### src/rtl/id_ex_reg_pkg.sv
// rtl/id_ex_reg_pkg.sv - shared MIPS pipeline widths, ID/EX stage record and bubble encoding
package id_ex_reg_pkg;

   localparam int ALU_CTRL_W   = 4;
   localparam int REG_W        = 5;
   localparam int DATA_W       = 32;
   localparam int BUBBLE_CNT_W = 16;

   typedef struct packed {
      logic                  reg_write;
      logic                  mem_to_reg;
      logic                  mem_write;
      logic                  branch;
      logic                  alu_src;
      logic                  reg_dst;
      logic [ALU_CTRL_W-1:0] alu_control;
   } ctrl_t;

   typedef struct packed {
      logic              valid;
      ctrl_t             ctrl;
      logic [DATA_W-1:0] rd1;
      logic [DATA_W-1:0] rd2;
      logic [DATA_W-1:0] sign_imm;
      logic [REG_W-1:0]  rs;
      logic [REG_W-1:0]  rt;
      logic [REG_W-1:0]  rd;
   } stage_t;

   // A bubble is an all-zero stage: no writes, no memory access, not valid.
   localparam stage_t STAGE_BUBBLE = '0;

endpackage

### src/rtl/id_ex_reg_if.sv
// rtl/id_ex_reg_if.sv - decode-to-execute bus; BubbleCnt present only with IDEX_BUBBLE_CNT_EN
interface id_ex_reg_if;
   import id_ex_reg_pkg::*;

   logic                  RegWriteD, MemtoRegD, MemWriteD, BranchD, ALUSrcD, RegDstD;
   logic [ALU_CTRL_W-1:0] ALUControlD;
   logic [DATA_W-1:0]     RD1D, RD2D, SignImmD;
   logic [REG_W-1:0]      RsD, RtD, RdD;
   logic                  FlushE;

   logic                  RegWriteE, MemtoRegE, MemWriteE, BranchE, ALUSrcE, RegDstE;
   logic [ALU_CTRL_W-1:0] ALUControlE;
   logic [DATA_W-1:0]     RD1E, RD2E, SignImmE;
   logic [REG_W-1:0]      RsE, RtE, RdE;
   logic                  ValidE;
   logic                  StallF, StallD;
`ifdef IDEX_BUBBLE_CNT_EN
   logic [BUBBLE_CNT_W-1:0] BubbleCnt;
`endif

   modport slave (
      input  RegWriteD, MemtoRegD, MemWriteD, BranchD, ALUSrcD, RegDstD, ALUControlD,
      input  RD1D, RD2D, SignImmD, RsD, RtD, RdD, FlushE,
      output RegWriteE, MemtoRegE, MemWriteE, BranchE, ALUSrcE, RegDstE, ALUControlE,
      output RD1E, RD2E, SignImmE, RsE, RtE, RdE, ValidE,
`ifdef IDEX_BUBBLE_CNT_EN
      output BubbleCnt,
`endif
      output StallF, StallD
   );

   modport master (
      output RegWriteD, MemtoRegD, MemWriteD, BranchD, ALUSrcD, RegDstD, ALUControlD,
      output RD1D, RD2D, SignImmD, RsD, RtD, RdD, FlushE,
      input  RegWriteE, MemtoRegE, MemWriteE, BranchE, ALUSrcE, RegDstE, ALUControlE,
      input  RD1E, RD2E, SignImmE, RsE, RtE, RdE, ValidE,
`ifdef IDEX_BUBBLE_CNT_EN
      input  BubbleCnt,
`endif
      input  StallF, StallD
   );

endinterface

### src/rtl/id_ex_reg_hazard_lw.sv
// rtl/id_ex_reg_hazard_lw.sv - load-use hazard detect between a load in EX and the instruction in ID
module hazard_lw
   import id_ex_reg_pkg::*;
(
   input  logic             mem_to_reg_e,
   input  logic             reg_write_e,
   input  logic [REG_W-1:0] rt_e,
   input  logic [REG_W-1:0] rs_d,
   input  logic [REG_W-1:0] rt_d,
   output logic             lwstall
);

   // $zero is never really written, so a load targeting it cannot create a dependency.
   assign lwstall = mem_to_reg_e & reg_write_e & (rt_e != '0) &
                    ((rt_e == rs_d) | (rt_e == rt_d));

endmodule

### src/rtl/id_ex_reg.sv
// rtl/id_ex_reg.sv - ID/EX pipeline register with load-use stall and flush bubbles
// Optional bubble counter enabled by IDEX_BUBBLE_CNT_EN.
module id_ex_reg
   import id_ex_reg_pkg::*;
(
   input logic         clk,
   input logic         rst_n,
   id_ex_reg_if.slave  bus
);

   logic   lwstall;
   logic   bubble;
   stage_t d_stage;
   stage_t e_q;

   hazard_lw u_hazard_lw (
      .mem_to_reg_e (e_q.ctrl.mem_to_reg),
      .reg_write_e  (e_q.ctrl.reg_write),
      .rt_e         (e_q.rt),
      .rs_d         (bus.RsD),
      .rt_d         (bus.RtD),
      .lwstall      (lwstall)
   );

   assign bus.StallF = lwstall;
   assign bus.StallD = lwstall;

   // Stall and flush collapse into one bubble; the bubble clears MemtoRegE, so a stall never repeats.
   assign bubble = lwstall | bus.FlushE;

   always_comb begin
      d_stage                  = STAGE_BUBBLE;
      d_stage.valid            = 1'b1;
      d_stage.ctrl.reg_write   = bus.RegWriteD;
      d_stage.ctrl.mem_to_reg  = bus.MemtoRegD;
      d_stage.ctrl.mem_write   = bus.MemWriteD;
      d_stage.ctrl.branch      = bus.BranchD;
      d_stage.ctrl.alu_src     = bus.ALUSrcD;
      d_stage.ctrl.reg_dst     = bus.RegDstD;
      d_stage.ctrl.alu_control = bus.ALUControlD;
      d_stage.rd1              = bus.RD1D;
      d_stage.rd2              = bus.RD2D;
      d_stage.sign_imm         = bus.SignImmD;
      d_stage.rs               = bus.RsD;
      d_stage.rt               = bus.RtD;
      d_stage.rd               = bus.RdD;
   end

   always_ff @(posedge clk or negedge rst_n) begin
      if (!rst_n)
         e_q <= STAGE_BUBBLE;
      else if (bubble)
         e_q <= STAGE_BUBBLE;
      else
         e_q <= d_stage;
   end

   assign bus.RegWriteE   = e_q.ctrl.reg_write;
   assign bus.MemtoRegE   = e_q.ctrl.mem_to_reg;
   assign bus.MemWriteE   = e_q.ctrl.mem_write;
   assign bus.BranchE     = e_q.ctrl.branch;
   assign bus.ALUSrcE     = e_q.ctrl.alu_src;
   assign bus.RegDstE     = e_q.ctrl.reg_dst;
   assign bus.ALUControlE = e_q.ctrl.alu_control;
   assign bus.RD1E        = e_q.rd1;
   assign bus.RD2E        = e_q.rd2;
   assign bus.SignImmE    = e_q.sign_imm;
   assign bus.RsE         = e_q.rs;
   assign bus.RtE         = e_q.rt;
   assign bus.RdE         = e_q.rd;
   assign bus.ValidE      = e_q.valid;

`ifdef IDEX_BUBBLE_CNT_EN
   logic [BUBBLE_CNT_W-1:0] bubble_cnt;

   always_ff @(posedge clk or negedge rst_n) begin
      if (!rst_n)
         bubble_cnt <= '0;
      else if (bubble && (bubble_cnt != '1))
         bubble_cnt <= bubble_cnt + 1'b1;
   end

   assign bus.BubbleCnt = bubble_cnt;
`endif

endmodule

### src/flat_wrapper.sv
// flat-port wrapper written by rule: the top's interface ports become plain ports
module id_ex_reg_flat import id_ex_reg_pkg::*;
  (clk, rst_n, bus_RegWriteD, bus_MemtoRegD, bus_MemWriteD, bus_BranchD, bus_ALUSrcD, bus_RegDstD, bus_ALUControlD, bus_RD1D, bus_RD2D, bus_SignImmD, bus_RsD, bus_RtD, bus_RdD, bus_FlushE, bus_RegWriteE, bus_MemtoRegE, bus_MemWriteE, bus_BranchE, bus_ALUSrcE, bus_RegDstE, bus_ALUControlE, bus_RD1E, bus_RD2E, bus_SignImmE, bus_RsE, bus_RtE, bus_RdE, bus_ValidE, bus_StallF, bus_StallD);
  id_ex_reg_if bus_i ();
  input logic clk;
  input logic rst_n;
  input wire logic [$bits(bus_i.RegWriteD)-1:0] bus_RegWriteD;
  input wire logic [$bits(bus_i.MemtoRegD)-1:0] bus_MemtoRegD;
  input wire logic [$bits(bus_i.MemWriteD)-1:0] bus_MemWriteD;
  input wire logic [$bits(bus_i.BranchD)-1:0] bus_BranchD;
  input wire logic [$bits(bus_i.ALUSrcD)-1:0] bus_ALUSrcD;
  input wire logic [$bits(bus_i.RegDstD)-1:0] bus_RegDstD;
  input wire logic [$bits(bus_i.ALUControlD)-1:0] bus_ALUControlD;
  input wire logic [$bits(bus_i.RD1D)-1:0] bus_RD1D;
  input wire logic [$bits(bus_i.RD2D)-1:0] bus_RD2D;
  input wire logic [$bits(bus_i.SignImmD)-1:0] bus_SignImmD;
  input wire logic [$bits(bus_i.RsD)-1:0] bus_RsD;
  input wire logic [$bits(bus_i.RtD)-1:0] bus_RtD;
  input wire logic [$bits(bus_i.RdD)-1:0] bus_RdD;
  input wire logic [$bits(bus_i.FlushE)-1:0] bus_FlushE;
  output wire logic [$bits(bus_i.RegWriteE)-1:0] bus_RegWriteE;
  output wire logic [$bits(bus_i.MemtoRegE)-1:0] bus_MemtoRegE;
  output wire logic [$bits(bus_i.MemWriteE)-1:0] bus_MemWriteE;
  output wire logic [$bits(bus_i.BranchE)-1:0] bus_BranchE;
  output wire logic [$bits(bus_i.ALUSrcE)-1:0] bus_ALUSrcE;
  output wire logic [$bits(bus_i.RegDstE)-1:0] bus_RegDstE;
  output wire logic [$bits(bus_i.ALUControlE)-1:0] bus_ALUControlE;
  output wire logic [$bits(bus_i.RD1E)-1:0] bus_RD1E;
  output wire logic [$bits(bus_i.RD2E)-1:0] bus_RD2E;
  output wire logic [$bits(bus_i.SignImmE)-1:0] bus_SignImmE;
  output wire logic [$bits(bus_i.RsE)-1:0] bus_RsE;
  output wire logic [$bits(bus_i.RtE)-1:0] bus_RtE;
  output wire logic [$bits(bus_i.RdE)-1:0] bus_RdE;
  output wire logic [$bits(bus_i.ValidE)-1:0] bus_ValidE;
  output wire logic [$bits(bus_i.StallF)-1:0] bus_StallF;
  output wire logic [$bits(bus_i.StallD)-1:0] bus_StallD;
  assign bus_i.RegWriteD = bus_RegWriteD;
  assign bus_i.MemtoRegD = bus_MemtoRegD;
  assign bus_i.MemWriteD = bus_MemWriteD;
  assign bus_i.BranchD = bus_BranchD;
  assign bus_i.ALUSrcD = bus_ALUSrcD;
  assign bus_i.RegDstD = bus_RegDstD;
  assign bus_i.ALUControlD = bus_ALUControlD;
  assign bus_i.RD1D = bus_RD1D;
  assign bus_i.RD2D = bus_RD2D;
  assign bus_i.SignImmD = bus_SignImmD;
  assign bus_i.RsD = bus_RsD;
  assign bus_i.RtD = bus_RtD;
  assign bus_i.RdD = bus_RdD;
  assign bus_i.FlushE = bus_FlushE;
  assign bus_RegWriteE = bus_i.RegWriteE;
  assign bus_MemtoRegE = bus_i.MemtoRegE;
  assign bus_MemWriteE = bus_i.MemWriteE;
  assign bus_BranchE = bus_i.BranchE;
  assign bus_ALUSrcE = bus_i.ALUSrcE;
  assign bus_RegDstE = bus_i.RegDstE;
  assign bus_ALUControlE = bus_i.ALUControlE;
  assign bus_RD1E = bus_i.RD1E;
  assign bus_RD2E = bus_i.RD2E;
  assign bus_SignImmE = bus_i.SignImmE;
  assign bus_RsE = bus_i.RsE;
  assign bus_RtE = bus_i.RtE;
  assign bus_RdE = bus_i.RdE;
  assign bus_ValidE = bus_i.ValidE;
  assign bus_StallF = bus_i.StallF;
  assign bus_StallD = bus_i.StallD;
  id_ex_reg u_core (.clk(clk), .rst_n(rst_n), .bus(bus_i));
endmodule
### config.mk
export PLATFORM = sky130hd
export DESIGN_NAME = id_ex_reg_flat
export DESIGN_NICKNAME = d
export VERILOG_FILES = /design/src/rtl/id_ex_reg_pkg.sv /design/src/rtl/id_ex_reg_if.sv /design/src/rtl/id_ex_reg_hazard_lw.sv /design/src/rtl/id_ex_reg.sv /design/src/flat_wrapper.sv
export SDC_FILE = /design/constraint.sdc
export NUM_CORES = 1
export LEC_CHECK = 0
export BUFFER_PORTS_ARGS = -buffer_cell sky130_fd_sc_hd__buf_2
export CAP_MARGIN = 20
export CORE_MARGIN = 2
export CORE_UTILIZATION = 45
export CTS_CLUSTER_SIZE = 40
export DETAILED_ROUTE_END_ITERATION = 12
export HOLD_SLACK_MARGIN = 0.15
export PLACE_DENSITY = 0.88
export SYNTH_ARGS = -nofsm -noshare
export SYNTH_HDL_FRONTEND = slang
export SYNTH_HIERARCHICAL = 1
export SYNTH_SLANG_ARGS = --single-unit
### constraint.sdc
create_clock -name clk -period 2 [get_ports clk]
set_input_delay 0.4 -clock clk [delete_from_list [all_inputs] [get_ports clk]]
set_output_delay 0.4 -clock clk [all_outputs]
set_load 0.005 [all_outputs]
== Word-level counts from Yosys, hierarchy flattened ==
Cells that the tools add are included.

* Register bits: 122
* Output and inout bits: 124
* Word-level logic and storage cells: 23

* Eq/ne operators: 2
* Mux-type cells: 1
* Bitwise logic cells: 5
* Reductions and logical operators: 1

{| class="wikitable"
|+ Operators with widths
! kind !! number
|-
| 122-bit two-way mux || 1
|-
| 5-bit == test || 2
|-
| 5-bit nonzero test || 1
|-
| 1-bit AND || 3
|-
| 1-bit OR || 2
|}

== Longest topological paths before layout ==
* Word-level depth: 5
* Mapped depth: 8

== By module ==
Netlist, hierarchy kept.

{| class="wikitable"
|+ Modules (own cells, without submodules)
! module !! instances !! cells an instance !! area an instance (um2)
|-
| id_ex_reg || 1 || 273 || 4626.9
|-
| hazard_lw || 1 || 17 || 132.6
|}

== Least setup slack after synthesis ==
No wires, ideal clock.

* Path kind: reg2reg
* From: register u_core.e_q (netlist bit u_core/bus.RtE[3])
* To: register u_core.e_q (netlist bit u_core/bus.RD1E[0])
* Setup time: 0.080 ns
* Data arrival time: 1.726 ns
* Required time: 1.920 ns
* Path slack: 0.194 ns
* Stages on the path, launching flop included: 8
* Path buffers: 3
* Period minus slack after synthesis: 1.806 ns
* Path through: dfrtp_1 -> or4_1 -> o211ai_2 -> a21oi_1 -> buf_2 -> buf_6 -> buf_6 -> nor3b_2

* Cells in the longest elaborated chain, start to end: 5
* Elaborated cells on any way between the ends: 8
* Those cells by class: eq/ne (2); mux (1); bitwise (4); reduce/logical (1)

{| class="wikitable"
|+ Ends and longest elaborated chain
! what !! RTL line !! text
|-
| start: declaration || id_ex_reg.sv:14 || <nowiki>stage_t e_q;</nowiki>
|-
| start signal: assignment || id_ex_reg.sv:55 || <nowiki>e_q <= d_stage;</nowiki>
|-
| 5-bit == test or 5-bit nonzero test (tied branches) || id_ex_reg_hazard_lw.sv:15, id_ex_reg_hazard_lw.sv:14 ||
|-
| 1-bit OR or 1-bit AND (tied branches) || id_ex_reg_hazard_lw.sv:15, id_ex_reg_hazard_lw.sv:14 ||
|-
| 1-bit AND (*) || id_ex_reg_hazard_lw.sv:14 || <nowiki>assign lwstall = mem_to_reg_e & reg_write_e & (rt_e != '0) &</nowiki>
|-
| named net bus_StallD || flat_wrapper.sv:36 || <nowiki>output wire logic [$bits(bus_i.StallD)-1:0] bus_StallD;</nowiki>
|-
| 1-bit OR (*) || id_ex_reg.sv:29 || <nowiki>assign bubble = lwstall | bus.FlushE;</nowiki>
|-
| 122-bit two-way mux (*) || id_ex_reg.sv:52 || <nowiki>else if (bubble)</nowiki>
|}

Mark *: on every way through the listed nets, which the timed path passes. The rest lies on a longest branch.

== Final worst setup path ==
* From: register u_core.e_q (netlist bit u_core/bus.RtE[4])
* To: output bus_StallD

* Cells in the longest elaborated chain, start to end: 3
* Elaborated cells on any way between the ends: 6
* Those cells by class: eq/ne (2); bitwise (3); reduce/logical (1)

{| class="wikitable"
|+ Ends and longest elaborated chain
! what !! RTL line
|-
| 5-bit == test or 5-bit nonzero test (tied branches) || id_ex_reg_hazard_lw.sv:15, id_ex_reg_hazard_lw.sv:14
|-
| 1-bit OR or 1-bit AND (tied branches) || id_ex_reg_hazard_lw.sv:15, id_ex_reg_hazard_lw.sv:14
|-
| 1-bit AND (*) || id_ex_reg_hazard_lw.sv:14
|-
| end: declaration || flat_wrapper.sv:36
|}

Mark *: on every way between the ends. The rest lies on a longest branch, timed or not.

==> results.tsv <==
stage	metric	value	unit
sta	finalSetupViolCount	51	
clocking	cts_sinks	122	
yosys	yosys_warnings	6	
cells_and_area	nNetsFinal	743	
hold_path	hold_end	u_core/bus.RD1E[7]$_DFF_PN0_	
outcome	status	finished with violations	
die	dieArea	11400	sq um
cells_and_area	layout-drive-gt1-share	0.613	
placed_design	placed_cell_area	6040	sq um
cells_and_area	antennaDiodeCount	0	
hold_path	hp-start	bus_RD1D[7]	
route	routedWlPerCell	17.9	um
sta	max_slew.worst_pin.slew	0.629	ns
route	postRouteAntennaNets	0	
job	cap_violations	0	
worst_setup_path	critPathKind	reg -> out	
cells_and_area	multiInputGateArea	1560	sq um
global_routing	grt_pass1_wl	20200	um
clocking	h-tree-depth	4	
yosys	avgSynthCellArea	16.4	sq um
yosys	synth_sequential_area_ratio	0.641	
route	dr_wl_met2	7610	um
global_routing	grt-ovfl-total	0	
sta	rsz0062_at_grt	yes	
route	drc_errors	0	
placed_design	port_buffers	247	
die	rows	37	
route	top_layer	met4	
sta	fin_ws	-0.296	ns
cells_and_area	final.fill_count	639	
yosys	synth_cell_type_count	14	
hold_path	hold_path_class	in -> reg	
route	wl	13700	um
worst_setup_path	ff2ff_setup_slack	-0.02	ns
pwr	p_leak	3.87	nW
placed_design	place_congestion	0.770	
clocking	clock_path_buffers	2	
die	initial_core_util	0.463	
global_routing	antenna_found_initial	0	
clocking	cts_tree	yes	
worst_setup_path	r2r-end	u_core/bus.RD1E[27]$_DFF_PN0_	
yosys	netlist_area	4760	sq um
cells_and_area	seqCellArea	3050	sq um
worst_setup_path	cp.required	1.60	ns
sta	min_period_over_period	1.15	
global_routing	grt_usage	0.232	
worst_setup_path	critPathArrivalTime	1.90	ns
worst_setup_path	crit_buf_inv	2	
cells_and_area	final_area	7650	sq um
route	drtIter0Drc	98	
global_routing	grt_pass1_vias	3950	
die	design.portCount	248	
clocking	clkTransAtPathRegs	0.06	ns
route	vias_per_cell	4.70	
worst_setup_path	reg2regPathDepth	8	
clocking	numCtsBuffers	17	
worst_setup_path	r2r_start	u_core/bus.RtE[4]$_DFF_PN0_	
sta	finalCriticalPeriod	2.30	ns
worst_setup_path	end_kind	primary output	
yosys	synth_nets	414	
placed_design	dp_hpwl	7700	um
worst_setup_path	cp_slowest_cell	dfrtp_1	
pwr	p_per_area	840	nW/um^2
route	first_pass_iters	4	
route	met3_length	992	um
sta	hold_slack	0.160	ns
hold_path	whs_path_depth	2	
yosys	postSynthCellCount	290	
sta	fmax	435	MHz
sta	slew_viol_final	0	
worst_setup_path	critPathTopFamily	flip-flops	
worst_setup_path	worst_path_largest_cell_delay	0.40	ns
worst_setup_path	cp-start-kind	flop	
die	die-height	107	um
yosys	ys_seq_elements	122	
worst_setup_path	crit_fanout	3	
die	die_x	107	um
clocking	cts-root-buf	clkbuf_8	
sta	hold_violations	0	
pwr	vdd_ir_drop_max	0.000442	V
route	vias	3603	
worst_setup_path	crit_chain	buf_4 -> xor2_1 -> nor3_2 -> nand3_2 -> a21oi_4 -> buf_2	
sta	finClkSkew	0.00618	ns
sta	max_slew_margin	0.581	
cells_and_area	area_delta_synth_final	60.8	%
die	core_area	10300	sq um
outcome	violations	setup timing	
global_routing	grt_start_max_net_pins	120	
clocking	clock_latency	0.50	ns
route	wl_met1	4890	um
## power breakdown
part           switching, mW  internal [mW]
clock network           1.00           2.07
registers             0.0432           2.60
logic                  0.303          0.416
## metal layers
metal | vias up | track usage
met1 | 1779 | 0.250
li1 | 1643 | -
met2 | 164 | 0.422
met3 | 17 | 0.0717
met4 | 0 | 0.0946
met5 | - | 0
## cell usage after synthesis
| cell type | number | area share |
|---|---|---|
| a21oi_1 | 1 | 0.0011 |
| o211ai_2 | 1 | 0.0026 |
| nor3b_2 | 79 | 0.21 |
| xnor2_1 | 4 | 0.0074 |
| nor3_1 | 2 | 0.0021 |
| dfrtp_1 | 122 | 0.64 |
| buf_2 | 9 | 0.0095 |
| buf_6 | 19 | 0.045 |
| buf_4 | 1 | 0.0016 |
| nor3b_1 | 42 | 0.066 |
| xor2_1 | 6 | 0.011 |
| nand3_1 | 2 | 0.0021 |
| or4_1 | 1 | 0.0016 |
| nor2_1 | 1 | 0.00079 |
## logic make-up after synthesis
group           Yosys count  synth area share
xor+xnor                 10            0.0184
buf+inv                  29            0.0560
compound gates            2           0.00368
simple gates            127             0.280
flops                   122             0.641
## registers in the layout, indices dropped and copies added (netlist names)
name and count:
u_core/bus.MemtoRegE 1, u_core/bus.RD1E 32, u_core/bus.RtE 5, u_core/bus.ValidE 1, u_core/bus.RsE 5, u_core/bus.RdE 5
u_core/bus.ALUSrcE 1, u_core/bus.RD2E 32, u_core/bus.RegWriteE 1, u_core/bus.MemWriteE 1, u_core/bus.ALUControlE 4, u_core/bus.SignImmE 32
u_core/bus.BranchE 1, u_core/bus.RegDstE 1
## worst max path at each step
stage,startpoint,endpoint,slack (ns),depth (start not counted)
finish,u_core/bus.RtE[4]$_DFF_PN0_,bus_StallD,-0.30,6
global route,u_core/bus.RtE[4]$_DFF_PN0_,bus_StallD,-0.36,6
CTS,u_core/bus.RtE[4]$_DFF_PN0_,bus_StallD,-0.24,4
detailed placement,bus_RsD[0],u_core/bus.RdE[4]$_DFF_PN0_,0.07,7
global placement,bus_RsD[0],bus_StallF,0.14,6
floorplan,u_core/bus.RtE[3]$_DFF_PN0_,u_core/bus.RD1E[0]$_DFF_PN0_,0.19,7
## layout make-up
cell class	count	area share
clock buffer	22	0.0592
clock inverter	9	0.0190
multi-input combinational	139	0.204
sequential	122	0.399
tap	136	0.0222
timing repair buffer	339	0.297
## cells in the final DEF, fill, tap and decap left out, types with 2 or more instances in the layout
cell,count
buf_12,4
buf_16,2
buf_2,245
buf_4,6
bufinv_16,4
clkbuf_1,3
clkbuf_16,19
clkbuf_8,3
clkinv_2,5
dfrtp_1,122
dlygate4sd3_1,78
nand3_2,2
nor3_2,2
nor3b_1,31
nor3b_2,88
nor3b_4,2
xnor2_1,4
xor2_1,5
## per-stage QoR
stage               power [mW]  std cells  utilization  worst slack (ns)  TNS (ns)
global placement          3.21        650        0.587             0.138         0
finish                    6.43        767        0.745            -0.296     -1.08
global route              6.68        767        0.745            -0.362     -4.84
detailed placement        3.24        650        0.587            0.0702         0
floorplan                 2.91        290            -             0.194         0
CTS                       6.45        763        0.724            -0.236    -0.469
## repair_timing
action	in CTS	in global routing
cloned	0	3
setup endpoints to repair	2	102
hold buffers	77	1
gates resized for setup	1	22
endpoints found under the hold margin	198	1
pin swaps	3	6
buffers inserted	5	1
(Power assumes the default switching activity.)
